`src/rtl/uart_tx_fsm.sv`:
```
// UART transmitter: control FSM plus shift register, one byte per frame, LSB first.
// Frame: start bit (0), 8 data bits, optional parity bit, STOP_BITS stop bits (1).
// Bit timing is taken from an external oversample tick shared with the RX path.
// Define UART_TX_PARITY_EN to include the parity state (odd/even chosen by PARITY_ODD).
module uart_tx_fsm #(
  parameter int unsigned OVERSAMPLE = 16,
  parameter int unsigned STOP_BITS  = 1
`ifdef UART_TX_PARITY_EN
  ,
  parameter int unsigned PARITY_ODD = 0
`endif
) (
  input  logic       clk,
  input  logic       areset_n,
  input  logic       en,
  input  logic       reset,
  input  logic       tick,
  input  logic       tx_start,
  input  logic [7:0] tx_data,
  output logic       tx,
  output logic       busy,
  output logic       done
);

  localparam int unsigned CNT_W  = 4;
  localparam int unsigned DATA_W = 8;
  localparam int unsigned NCNT_W = 3;

  localparam logic [CNT_W-1:0]  S_LAST      = CNT_W'(OVERSAMPLE - 1);
  localparam logic [NCNT_W-1:0] N_LAST_DATA = NCNT_W'(DATA_W - 1);
  localparam logic [NCNT_W-1:0] N_LAST_STOP = NCNT_W'(STOP_BITS - 1);

  typedef enum logic [2:0] {
    S_IDLE   = 3'd0,
    S_START  = 3'd1,
    S_DATA   = 3'd2,
`ifdef UART_TX_PARITY_EN
    S_PARITY = 3'd3,
`endif
    S_STOP   = 3'd4,
    S_DONE   = 3'd5
  } state_t;

  state_t              state_q, state_d;
  logic [CNT_W-1:0]    s_cnt_q, s_cnt_d;
  logic [NCNT_W-1:0]   n_cnt_q, n_cnt_d;
  logic [DATA_W-1:0]   shreg_q, shreg_d;
  logic                tx_q, tx_d;
  logic                busy_q, busy_d;
  logic                done_q, done_d;
`ifdef UART_TX_PARITY_EN
  logic                par_q, par_d;
`endif
  logic                s_last_c;

  // Last oversample tick of the current bit period.
  assign s_last_c = tick && (s_cnt_q == S_LAST);

  // Next-state, counter, shift register and line computation.
  always_comb begin
    state_d = state_q;
    s_cnt_d = s_cnt_q;
    n_cnt_d = n_cnt_q;
    shreg_d = shreg_q;
    tx_d    = tx_q;
`ifdef UART_TX_PARITY_EN
    par_d   = par_q;
`endif
    if (en) begin
      if (reset) begin
        state_d = S_IDLE;
        s_cnt_d = '0;
        n_cnt_d = '0;
        shreg_d = '0;
        tx_d    = 1'b1;
`ifdef UART_TX_PARITY_EN
        par_d   = 1'b0;
`endif
      end else begin
        case (state_q)
          S_IDLE: begin
            tx_d = 1'b1;
            if (tx_start) begin
              shreg_d = tx_data;
              s_cnt_d = '0;
              tx_d    = 1'b0;
              state_d = S_START;
`ifdef UART_TX_PARITY_EN
              par_d   = (^tx_data) ^ 1'(PARITY_ODD);
`endif
            end
          end
          S_START: begin
            tx_d = 1'b0;
            if (s_last_c) begin
              s_cnt_d = '0;
              n_cnt_d = '0;
              tx_d    = shreg_q[0];
              state_d = S_DATA;
            end else if (tick) begin
              s_cnt_d = s_cnt_q + CNT_W'(1);
            end
          end
          S_DATA: begin
            if (s_last_c) begin
              s_cnt_d = '0;
              shreg_d = shreg_q >> 1;
              if (n_cnt_q == N_LAST_DATA) begin
                n_cnt_d = '0;
`ifdef UART_TX_PARITY_EN
                tx_d    = par_q;
                state_d = S_PARITY;
`else
                tx_d    = 1'b1;
                state_d = S_STOP;
`endif
              end else begin
                n_cnt_d = n_cnt_q + NCNT_W'(1);
                tx_d    = shreg_q[1];
              end
            end else if (tick) begin
              s_cnt_d = s_cnt_q + CNT_W'(1);
            end
          end
`ifdef UART_TX_PARITY_EN
          S_PARITY: begin
            if (s_last_c) begin
              s_cnt_d = '0;
              n_cnt_d = '0;
              tx_d    = 1'b1;
              state_d = S_STOP;
            end else if (tick) begin
              s_cnt_d = s_cnt_q + CNT_W'(1);
            end
          end
`endif
          S_STOP: begin
            tx_d = 1'b1;
            if (s_last_c) begin
              s_cnt_d = '0;
              if (n_cnt_q == N_LAST_STOP) begin
                n_cnt_d = '0;
                state_d = S_DONE;
              end else begin
                n_cnt_d = n_cnt_q + NCNT_W'(1);
              end
            end else if (tick) begin
              s_cnt_d = s_cnt_q + CNT_W'(1);
            end
          end
          S_DONE: begin
            tx_d    = 1'b1;
            state_d = S_IDLE;
          end
          default: begin
            tx_d    = 1'b1;
            state_d = S_IDLE;
          end
        endcase
      end
    end
    busy_d = (state_d != S_IDLE);
    done_d = (state_d == S_DONE);
  end

  // State and registered outputs; async reset returns the line to idle immediately.
  always_ff @(posedge clk or negedge areset_n) begin
    if (!areset_n) begin
      state_q <= S_IDLE;
      s_cnt_q <= '0;
      n_cnt_q <= '0;
      shreg_q <= '0;
      tx_q    <= 1'b1;
      busy_q  <= 1'b0;
      done_q  <= 1'b0;
`ifdef UART_TX_PARITY_EN
      par_q   <= 1'b0;
`endif
    end else begin
      state_q <= state_d;
      s_cnt_q <= s_cnt_d;
      n_cnt_q <= n_cnt_d;
      shreg_q <= shreg_d;
      tx_q    <= tx_d;
      busy_q  <= busy_d;
      done_q  <= done_d;
`ifdef UART_TX_PARITY_EN
      par_q   <= par_d;
`endif
    end
  end

  assign tx   = tx_q;
  assign busy = busy_q;
  assign done = done_q;

endmodule

```
`config.mk`:
```
export PLATFORM = sky130hd
export DESIGN_NAME = uart_tx_fsm
export DESIGN_NICKNAME = d
export VERILOG_FILES = /design/src/rtl/uart_tx_fsm.sv
export SDC_FILE = /design/constraint.sdc
export NUM_CORES = 1
export LEC_CHECK = 0
export CAP_MARGIN = 20
export CELL_PAD_IN_SITES_DETAIL_PLACEMENT = 0
export CELL_PAD_IN_SITES_GLOBAL_PLACEMENT = 1
export CORE_UTILIZATION = 44
export CTS_BUF_LIST = sky130_fd_sc_hd__clkbuf_4
export CTS_CLUSTER_DIAMETER = 120
export DETAILED_ROUTE_END_ITERATION = 16
export PLACE_DENSITY = 0.93
export SYNTH_ARGS = -nofsm -noshare
export SYNTH_HDL_FRONTEND = slang
export SYNTH_SLANG_ARGS = --single-unit
export TNS_END_PERCENT = 1
```
`constraint.sdc`:
```
create_clock -name clk -period 2 [get_ports clk]
set_input_delay 0.4 -clock clk [delete_from_list [all_inputs] [get_ports clk]]
set_output_delay 0.4 -clock clk [all_outputs]
set_load 0.005 [all_outputs]
```
[Yosys cells after proc, flatten, opt, wreduce, memory -nomap -nowiden]
Cells that the tools add are included.
W data, S select, Z words.
Storage, ports and cells
  word-level logic and storage cells: 63
  output and inout bits: 3
  register bits: 21
  input port bits: 14
Cells by class
  reductions and logical operators: 12
  equality and inequality tests: 11
  multiplexer cells: 31
  add/subtract/negate cells: 2
Operators by type and width (count)
  $mux W3: 14
  $mux W8: 3
  $mux W4: 4
  $pmux W8 S2: 1
  $ne A3 B3 Y1 const B: 4
  $pmux W3 S4: 1
  $eq A3 B3 Y1 const B: 3
  $pmux W3 S3: 1
  $reduce_bool A3 Y1: 3
  $pmux W4 S2: 1
  $reduce_and A4 Y1: 2
  $logic_not A3 Y1: 2
  $mux W1: 5
  $reduce_and A5 Y1: 1
  $add A4 B1 Y4 const B: 1
  $eq A4 B4 Y1 const B: 1
  $ne A4 B1 Y1 const B: 1
  $reduce_bool A4 Y1: 1
  $add A3 B1 Y3 const B: 1
  $eq A3 B1 Y1 const B: 1
  $eq A3 B2 Y1 const B: 1
  $pmux W1 S3: 1
  $reduce_or A3 Y1: 1
  $reduce_and A2 Y1: 1
  $logic_and A1 B1 Y1: 1

[Depth between registers and ports, before layout]
Gate-level depths: netlist of run 1.
  depth after elaboration: 7
  depth in mapped cells: 7
  gate-level depth less buffers: 6

[Worst setup path before layout of run 1]
Ideal clock, no wire load.
  path kind: reg-to-reg
  from: reg s_cnt_q[0]
  to: reg shreg_q[0]
  arrival time: 1.581 ns
  slack: 0.341 ns
  cell stages (with the launch flop): 8
  library setup time: 0.078 ns
  buffers on the path: 2
  cells stage by stage: dfrtp_1 > ha_1 > and4_1 > buf_4 > mux2i_1 > or4_1 > buf_2 > o2bb2ai_1
On the way
  longest elaborated chain between the ends: 4
Ends and longest elaborated chain
  start: declaration: line 45  | logic [CNT_W-1:0] s_cnt_q, s_cnt_d;
  start signal: assignment: line 181  | s_cnt_q <= s_cnt_d;
  $eq A4 B4 Y1: line 57  | assign s_last_c = tick && (s_cnt_q == S_LAST);
  $logic_and A1 B1 Y1: line 57
  $ne A3 B3 Y1 (no source line)
  $reduce_and A4 Y1 (no source line)
  end signal: assignment: line 183  | shreg_q <= shreg_d;
  end: declaration: line 47  | logic [DATA_W-1:0] shreg_q, shreg_d;
No other way between the ends.
A chain may end at the register's enable or synchronous reset.

[Final worst setup path of run 1]
  from: reg state_q[1]
  to: reg done_q, in the netlist done
RTL lines
  start: declaration: line 44  | state_t state_q, state_d;
  start signal: assignment: line 180  | state_q <= state_d;
  $eq A3 B3 Y1 (tied with other cells): line 80  | case (state_q)
  $pmux W3 S4 (*): line 80
  $mux W3 (*): line 70  | if (reset) begin
  $mux W3 (*): line 69  | if (en) begin
  net state_d[0]: line 44
  $eq A3 B3 Y1 (*): line 163  | done_d = (state_d == S_DONE);
  net done_d: line 50  | logic done_q, done_d;
  end signal: assignment: line 186  | done_q <= done_d;
  end: declaration: line 50
The timed path passes the listed nets; every way through them passes the cells marked *.

==> results of run 1 <==
cell usage after synthesis, types with 3 or more instances:
cell / instances
dfrtp_1: 20
inv_1: 8
mux2i_1: 8
o2bb2ai_1: 8
o21ai_0: 7
nand2_1: 5
a21oi_1: 4
buf_2: 4
ha_1: 4
nand2b_1: 4
nor2_1: 4
o31ai_1: 4
a32o_1: 3
clkbuf_1: 3
nand4_1: 3
worst paths after layout:
check	startpoint	endpoint	slack (ns)	depth (start not counted)
max	state_q[1]	done	0.07	5
min	areset_n	done	0.41	2
max reg2reg	state_q[1]	done	0.07	5
min reg2reg	tx	tx	0.50	2
max in group asynchronous	areset_n	tx	1.31	2
min in group clk	tx	tx	0.50	2
layer usage:
metal | global-route usage [%] | part of all wire [%]
met1 | 24.4 | 45
met2 | 32.1 | 48
met3 | 5.12 | 5.0
met4 | 7.67 | 1.7
met5 | 0 | 0
registers in the layout (all words and copies together), names as in the netlist:
signal / count
shreg_q: 8
s_cnt_q: 4
n_cnt_q: 3
state_q: 3
busy: 1
done: 1
tx: 1
worst max-delay path: stages (launching register included):
cell       delay, ns
dfrtp_1         0.49
buf_4           0.20
nor4b_1         0.60
a211oi_1        0.09
a2bb2oi_1       0.26
and4_1          0.23
cells by family after synthesis:
kind of cell | after synthesis
AND/OR/NAND/NOR | 33
adder cells (fa/ha/maj) | 5
flip-flops | 21
XOR/XNOR | 2
multiplexers | 9
buffers and inverters | 18
AO/OA/AOI/OAI | 39
through the flow:
step / setup TNS (ns) / instances
floorplan: 0 / 127
global placement: -0.621 / 178
detailed placement: -1.04 / 178
CTS: 0 / 182
global route: 0 / 182
finish: 0 / 182
final cells by class:
cell class              count  area, um2
clock buffers               3       22.5
clock inverters             1       5.00
fillers                   237       1190
inverters                   8       30.0
multi-input cells          88        681
flip-flops and latches     21        527
well taps                  31       38.8
repair buffers             30        265
what timing repair did:
item | in CTS | in global routing
hold endpoints to repair | 0 | 0
hold buffers | 0 | 0
endpoints found under the setup margin | 0 | 1
resized for setup | 0 | 1
where the power goes:
| part | internal (mW) | total (mW) | switching [mW] |
|---|---|---|---|
| Clock | 0.0747 | 0.206 | 0.131 |
| Sequential | 0.448 | 0.466 | 0.0176 |
| Combinational | 0.0753 | 0.138 | 0.0628 |
| Total | 0.598 | 0.810 | 0.212 |
cell usage in the layout, fill, tap and decap left out, drive strengths merged, types with 3 or more instances in the layout:
cell and n:
clkbuf 3, clkdlybuf4s50 16, a32o 3, ha 4, nand2b 4, mux2i 8
dfrtp 20, a21oi 4, buf 14, inv 8, nand2 5, nand4 3
o21ai 8, nor4b 3, o31ai 4, o2bb2ai 8, nor2 4
==> metrics.md, run 1 <==
| Metric | Value |
|---|---|
| Status | complete, no violations |
| Avg WL per Cell | 15.4 um |
| Power Density | 516 mW/mm2 |
| Critical Path AT | 2.19 ns |
| Hold slack | 0.412 ns |
| Die outline height | 56.1 um |
| Clk sink count | 21 |
| Drt drc | 0 |
| Register area share after synthesis | 40.8% |
| Slew Viols, Final | 0 |
| Routability cong. | 0.831 |
| Critical path peak fanout | 8 |
| Ant diodes | 0 |
| Tot Pwr | 0.810 mW |
| DIE WIDTH | 56.1 um |
| Remaining global-route overflow | 0 |
| Seq cells post-synth | 21 |
| Worst slew pin tran | 0.661 ns |
| Top cell type's share of synthesized area | 38.8% |
| Design Area, Final | 0.00157 mm2 |
| Syn_nets | 145 |
| Post-DP Area | 0.00154 mm2 |
| Drt via density | 6.03 |
| Fmax | 0.518 GHz |
| Simple-gate portion of the synthesized area | 16.5% |
| Max VDD drop | 0.000464 V |
| CTS tree | done |
| Required @ worst endpoint | 2.26 ns |
| Final hold violations | 0 |
| Xor/xnor share of the synthesized area | 1.36% |
| Detailed Place HPWL | 2080 um |
| DP Worst Slack | -0.146 ns |
| RSZ-0062 raised after global routing | no |
| Input/output buffers | 16 |
| Synth async-reset ratio | 100% |
| Antenna-violating nets left | 0 |
| Compound-Gate Fraction of Synth Area | 22.8% |
| Hold crit path type | primary input to asynchronous set/reset pin |
| Largest family of logic cells by synthesized area | compound AO/OA/AOI/OAI gates |
| Fin crit share | 96.5% |
| Tmin final | 1.93 ns |
| Clk buf depth | 2 |
| Worst setup SP type | register |
| Drt total wl | 2800 um |
| Core Rows | 19 |
| Relative slew margins | 55.3% |
| Layout area overhead | 21.6% |
| Postcts setup bufs | 0 |
| Layout cell share with drive strength beyond 1 | 14.6% |
| Max-Cap Viols | 0 |
| Synth Area in Adders | 4.66% |
| Largest net degree at the start of global routing | 22 |
| H-tree depth | 1 |
| Cell Area, Synth | 0.00129 mm2 |
| Mux cell area share after synthesis | 7.08% |
| WS Path Type | register to register |
| Initial antenna violation count | 0 |
| Vias in the first global route | 1059 |
| Number of synthesized flops with an enable pin | 0 |
| Root buffer cell | clkbuf_4 |
| Clock skew | 0.00817 ns |
| Fin worst setup slack | 0.0695 ns |
| Synth warn | 0 |
| Post-layout util | 56.9% |
| Leak Pwr | 0.757 nW |
| Initial Util | 46.8% |
| DR pass1 iterations | 4 |
| Cell variety after synth | 45 |
| Die area | 0.00315 mm2 |
| Ys flop type | dfrtp_1 |
| Final net count | 170 |
| Total Routing Usage GR | 19.5% |
| Vias | 1098 |
| Avg Cell Area, Syn | 10.2 um2 |
| Top Ports | 17 |
| Crit. End Element | register |
| CTS clk-pin slew, worst paths | 0.12 ns |
| First-pass GRT wire length | 4830 um |
| # setup viols final | 0 |
| Worst skew pair latency | 0.31 ns |
| Core area | 0.00276 mm2 |
| DRT iter0 DRCs | 54 |
| CTS buffer count | 3 |
| Synthesized instance count | 127 |
| Yosys top cell by area | dfrtp_1 |
| Synth top area cells | dfrtp_1 39%, mux2i_1 6.2%, o2bb2ai_1 5.4% |
No activity file was read; power rests on OpenSTA's default activity.
==> run 2: changes to the inputs <==
- ABC_CLOCK_PERIOD_IN_PS: not set -> 2000
==> results of run 2 <==
No change in the layout: final DEF, timing and power equal those of run 1.
==> run 3: changes to the inputs <==
- CORE_UTILIZATION: 44 -> 30
- CTS_CLUSTER_DIAMETER: 120 -> 200
- PLACE_DENSITY: 0.93 -> 0.71
==> run 3 against run 2 <==
Compared with the run above:
- global-route usage decreased by 5.0 points
- first-iteration DRC count increased by 9.3%
- cell count increased by 9.9%
- combinational power about the same
- critical path type unchanged
==> metrics.md, run 3 (synthesis results as in run 1) <==
| Metric | Value |
|---|---|
| Status | complete, no violations |
| Tot Pwr | 0.809 mW (-0.14%) |
| WP buf/inv | 1 (unchanged) |
| Max reg flops | 8 (unchanged) |
| CTS clk-pin slew, worst paths | 0.12 ns (about the same) |
| Largest net degree at the start of global routing | 22 (unchanged) |
| Routability cong. | 0.796 (-4.2%) |
| Flop2flop setup slack | 0.17 ns (+0.10 ns) |
| Post-layout util | 39.1% (-18 points) |
| RR Startpoint | state_q[1] |
| Largest Register | shreg_q |
| Layout cell share with drive strength beyond 1 | 14.0% (-0.57 points) |
| Slew Viols, Final | 0 (unchanged) |
| Drt via density | 5.38 (-11%) |
| First-pass GRT wire length | 5020 um (+3.9%) |
| CTS buffer count | 3 (unchanged) |
| CP endpoint | done |
| Crit. End Element | register |
| Postcts setup bufs | 0 (unchanged) |
| R2R cell count | 5 (unchanged) |
| Fin crit share | 91.5% (-5.1 points) |
| Drt drc | 0 (unchanged) |
| Most common cell after layout, fill and taps aside | dfrtp_1 |
| Root buffer cell | clkbuf_4 |
| Family with the most delay on the worst path | simple AND/OR/NAND/NOR gates |
| Post-Route Setup TNS | 0 ns (unchanged) |
| Ant diodes | 0 (unchanged) |
| Die area | 0.00457 mm2 (+45%) |
| Core Rows | 23 (+4) |
| # setup viols final | 0 (unchanged) |
| Fmax | 0.547 GHz (+5.5%) |
| CP Launch Point | state_q[1] |
| DR pass1 iterations | 4 (unchanged) |
| Avg WL per Cell | 14.3 um (-6.8%) |
| RSZ-0062 raised after global routing | no |
| Hold crit path type | primary input to asynchronous set/reset pin |
| Clk buf depth | 2 (unchanged) |
| Max-Cap Viols | 0 (unchanged) |
| Critical Path Stages | 5 (unchanged) |
| Total Routing Usage GR | 14.5% (-5.0 points) |
| Input/output buffers | 16 (unchanged) |
| DRT iter0 DRCs | 59 (+9.3%) |
| Worst setup SP type | register |
| Core area | 0.00406 mm2 (+47%) |
| Critical path peak fanout | 12 (+4) |
| Tmin final | 1.83 ns (-0.101 ns) |
| Drt total wl | 2870 um (+2.4%) |
| Critical-path cell list | or3b_1 > buf_4 > a21oi_1 > o21ai_0 > and4_1 |
| Initial Util | 31.8% (-15 points) |
| Required @ worst endpoint | 2.21 ns (-0.05 ns) |
| Clk sink count | 21 (unchanged) |
| Critical R2R Capture | done |
| Clock skew | 0.00612 ns (-0.00205 ns) |
| # hold bufs at CTS | 0 (unchanged) |
| Worst slew pin tran | 0.640 ns (-0.0210 ns) |
| Final hold violations | 0 (unchanged) |
| Power Density | 510 mW/mm2 (-1.2%) |
| Top Ports | 17 (unchanged) |
| CP max-delay cell | dfrtp_1 |
| Most frequent cells in the layout | 20 x dfrtp_1, 16 x clkdlybuf4s50_1, 13 x buf_4 |
| H-tree depth | 1 (unchanged) |
| Worst skew pair latency | 0.30 ns (about the same) |
| Largest registers | shreg_q x8, s_cnt_q x4 |
| CTS tree | done |
| Detailed Place HPWL | 2160 um (+3.8%) |
| Critical Path AT | 2.04 ns (-0.15 ns) |
| Max VDD drop | 0.000190 V (-59%) |
| Vias | 1076 (-2.0%) |
| Antenna-violating nets left | 0 (unchanged) |
| Initial antenna violation count | 0 (unchanged) |
| CP peak stage delay | 0.61 ns (about the same) |
| Layout area overhead | 22.9% |
| Die outline height | 67.6 um (+20%) |
| Post-CTS resize count | 0 (unchanged) |
| DIE WIDTH | 67.6 um (+20%) |
| Relative slew margins | 57.1% (+1.8 points) |
| WS Path Type | register to register |
| Leak Pwr | 0.751 nW (-0.73%) |
| Vias in the first global route | 1150 (+8.6%) |
| Final net count | 169 (-0.59%) |
| Remaining global-route overflow | 0 (unchanged) |
## run 3: changes by cell type in the layout (fill, tap and decap cells not counted)
cell,change
buf_4,-1
## run 3: cell type report
| type | instances | area (um2) |
|---|---|---|
| clock inverter | 1 | 5.00 |
| tap | 50 | 62.6 |
| timing repair buffer | 29 | 258 |
| sequential | 21 | 527 |
| inverter | 8 | 30.0 |
| multi-input combinational | 88 | 681 |
| fill | 399 | 2470 |
| clock buffer | 3 | 22.5 |
## run 3: metrics by stage
| stage | cells | instance area, um2 | hold slack (ns) | setup WS (ns) |
|---|---|---|---|---|
| after global routing | 200 | 1590 | 0.452 | 0.0226 |
| after CTS | 200 | 1580 | 0.438 | 0.0319 |
| final | 200 | 1590 | 0.431 | 0.171 |
| after global placement | 196 | 1550 | 0.469 | -0.160 |
| after floorplan | 127 | 1290 | 0.104 | 0.341 |
| after detailed placement | 196 | 1550 | 0.475 | -0.191 |
## run 3: per-layer routing
metal,wire length (um),up-vias,track usage (%)
met5,0,-,0
met4,6,0,4.79
met3,112,2,2.20
met2,1360,19,24.1
met1,1390,532,19.0
li1,-,523,-
## run 3: how the worst min path moves through the flow
stage,slack (ns),end,start
CTS,0.44,shreg_q[2],areset_n
global placement,0.47,tx,tx
finish,0.43,shreg_q[2],areset_n
floorplan,0.10,busy,areset_n
global route,0.45,state_q[1],areset_n
detailed placement,0.47,tx,tx
## run 3: power breakdown
group          switching (mW)  internal [mW]  leakage [nW]  total, mW
registers              0.0168          0.448         0.284      0.465
logic                  0.0627         0.0760         0.449      0.139
clock network           0.131         0.0745        0.0177      0.205
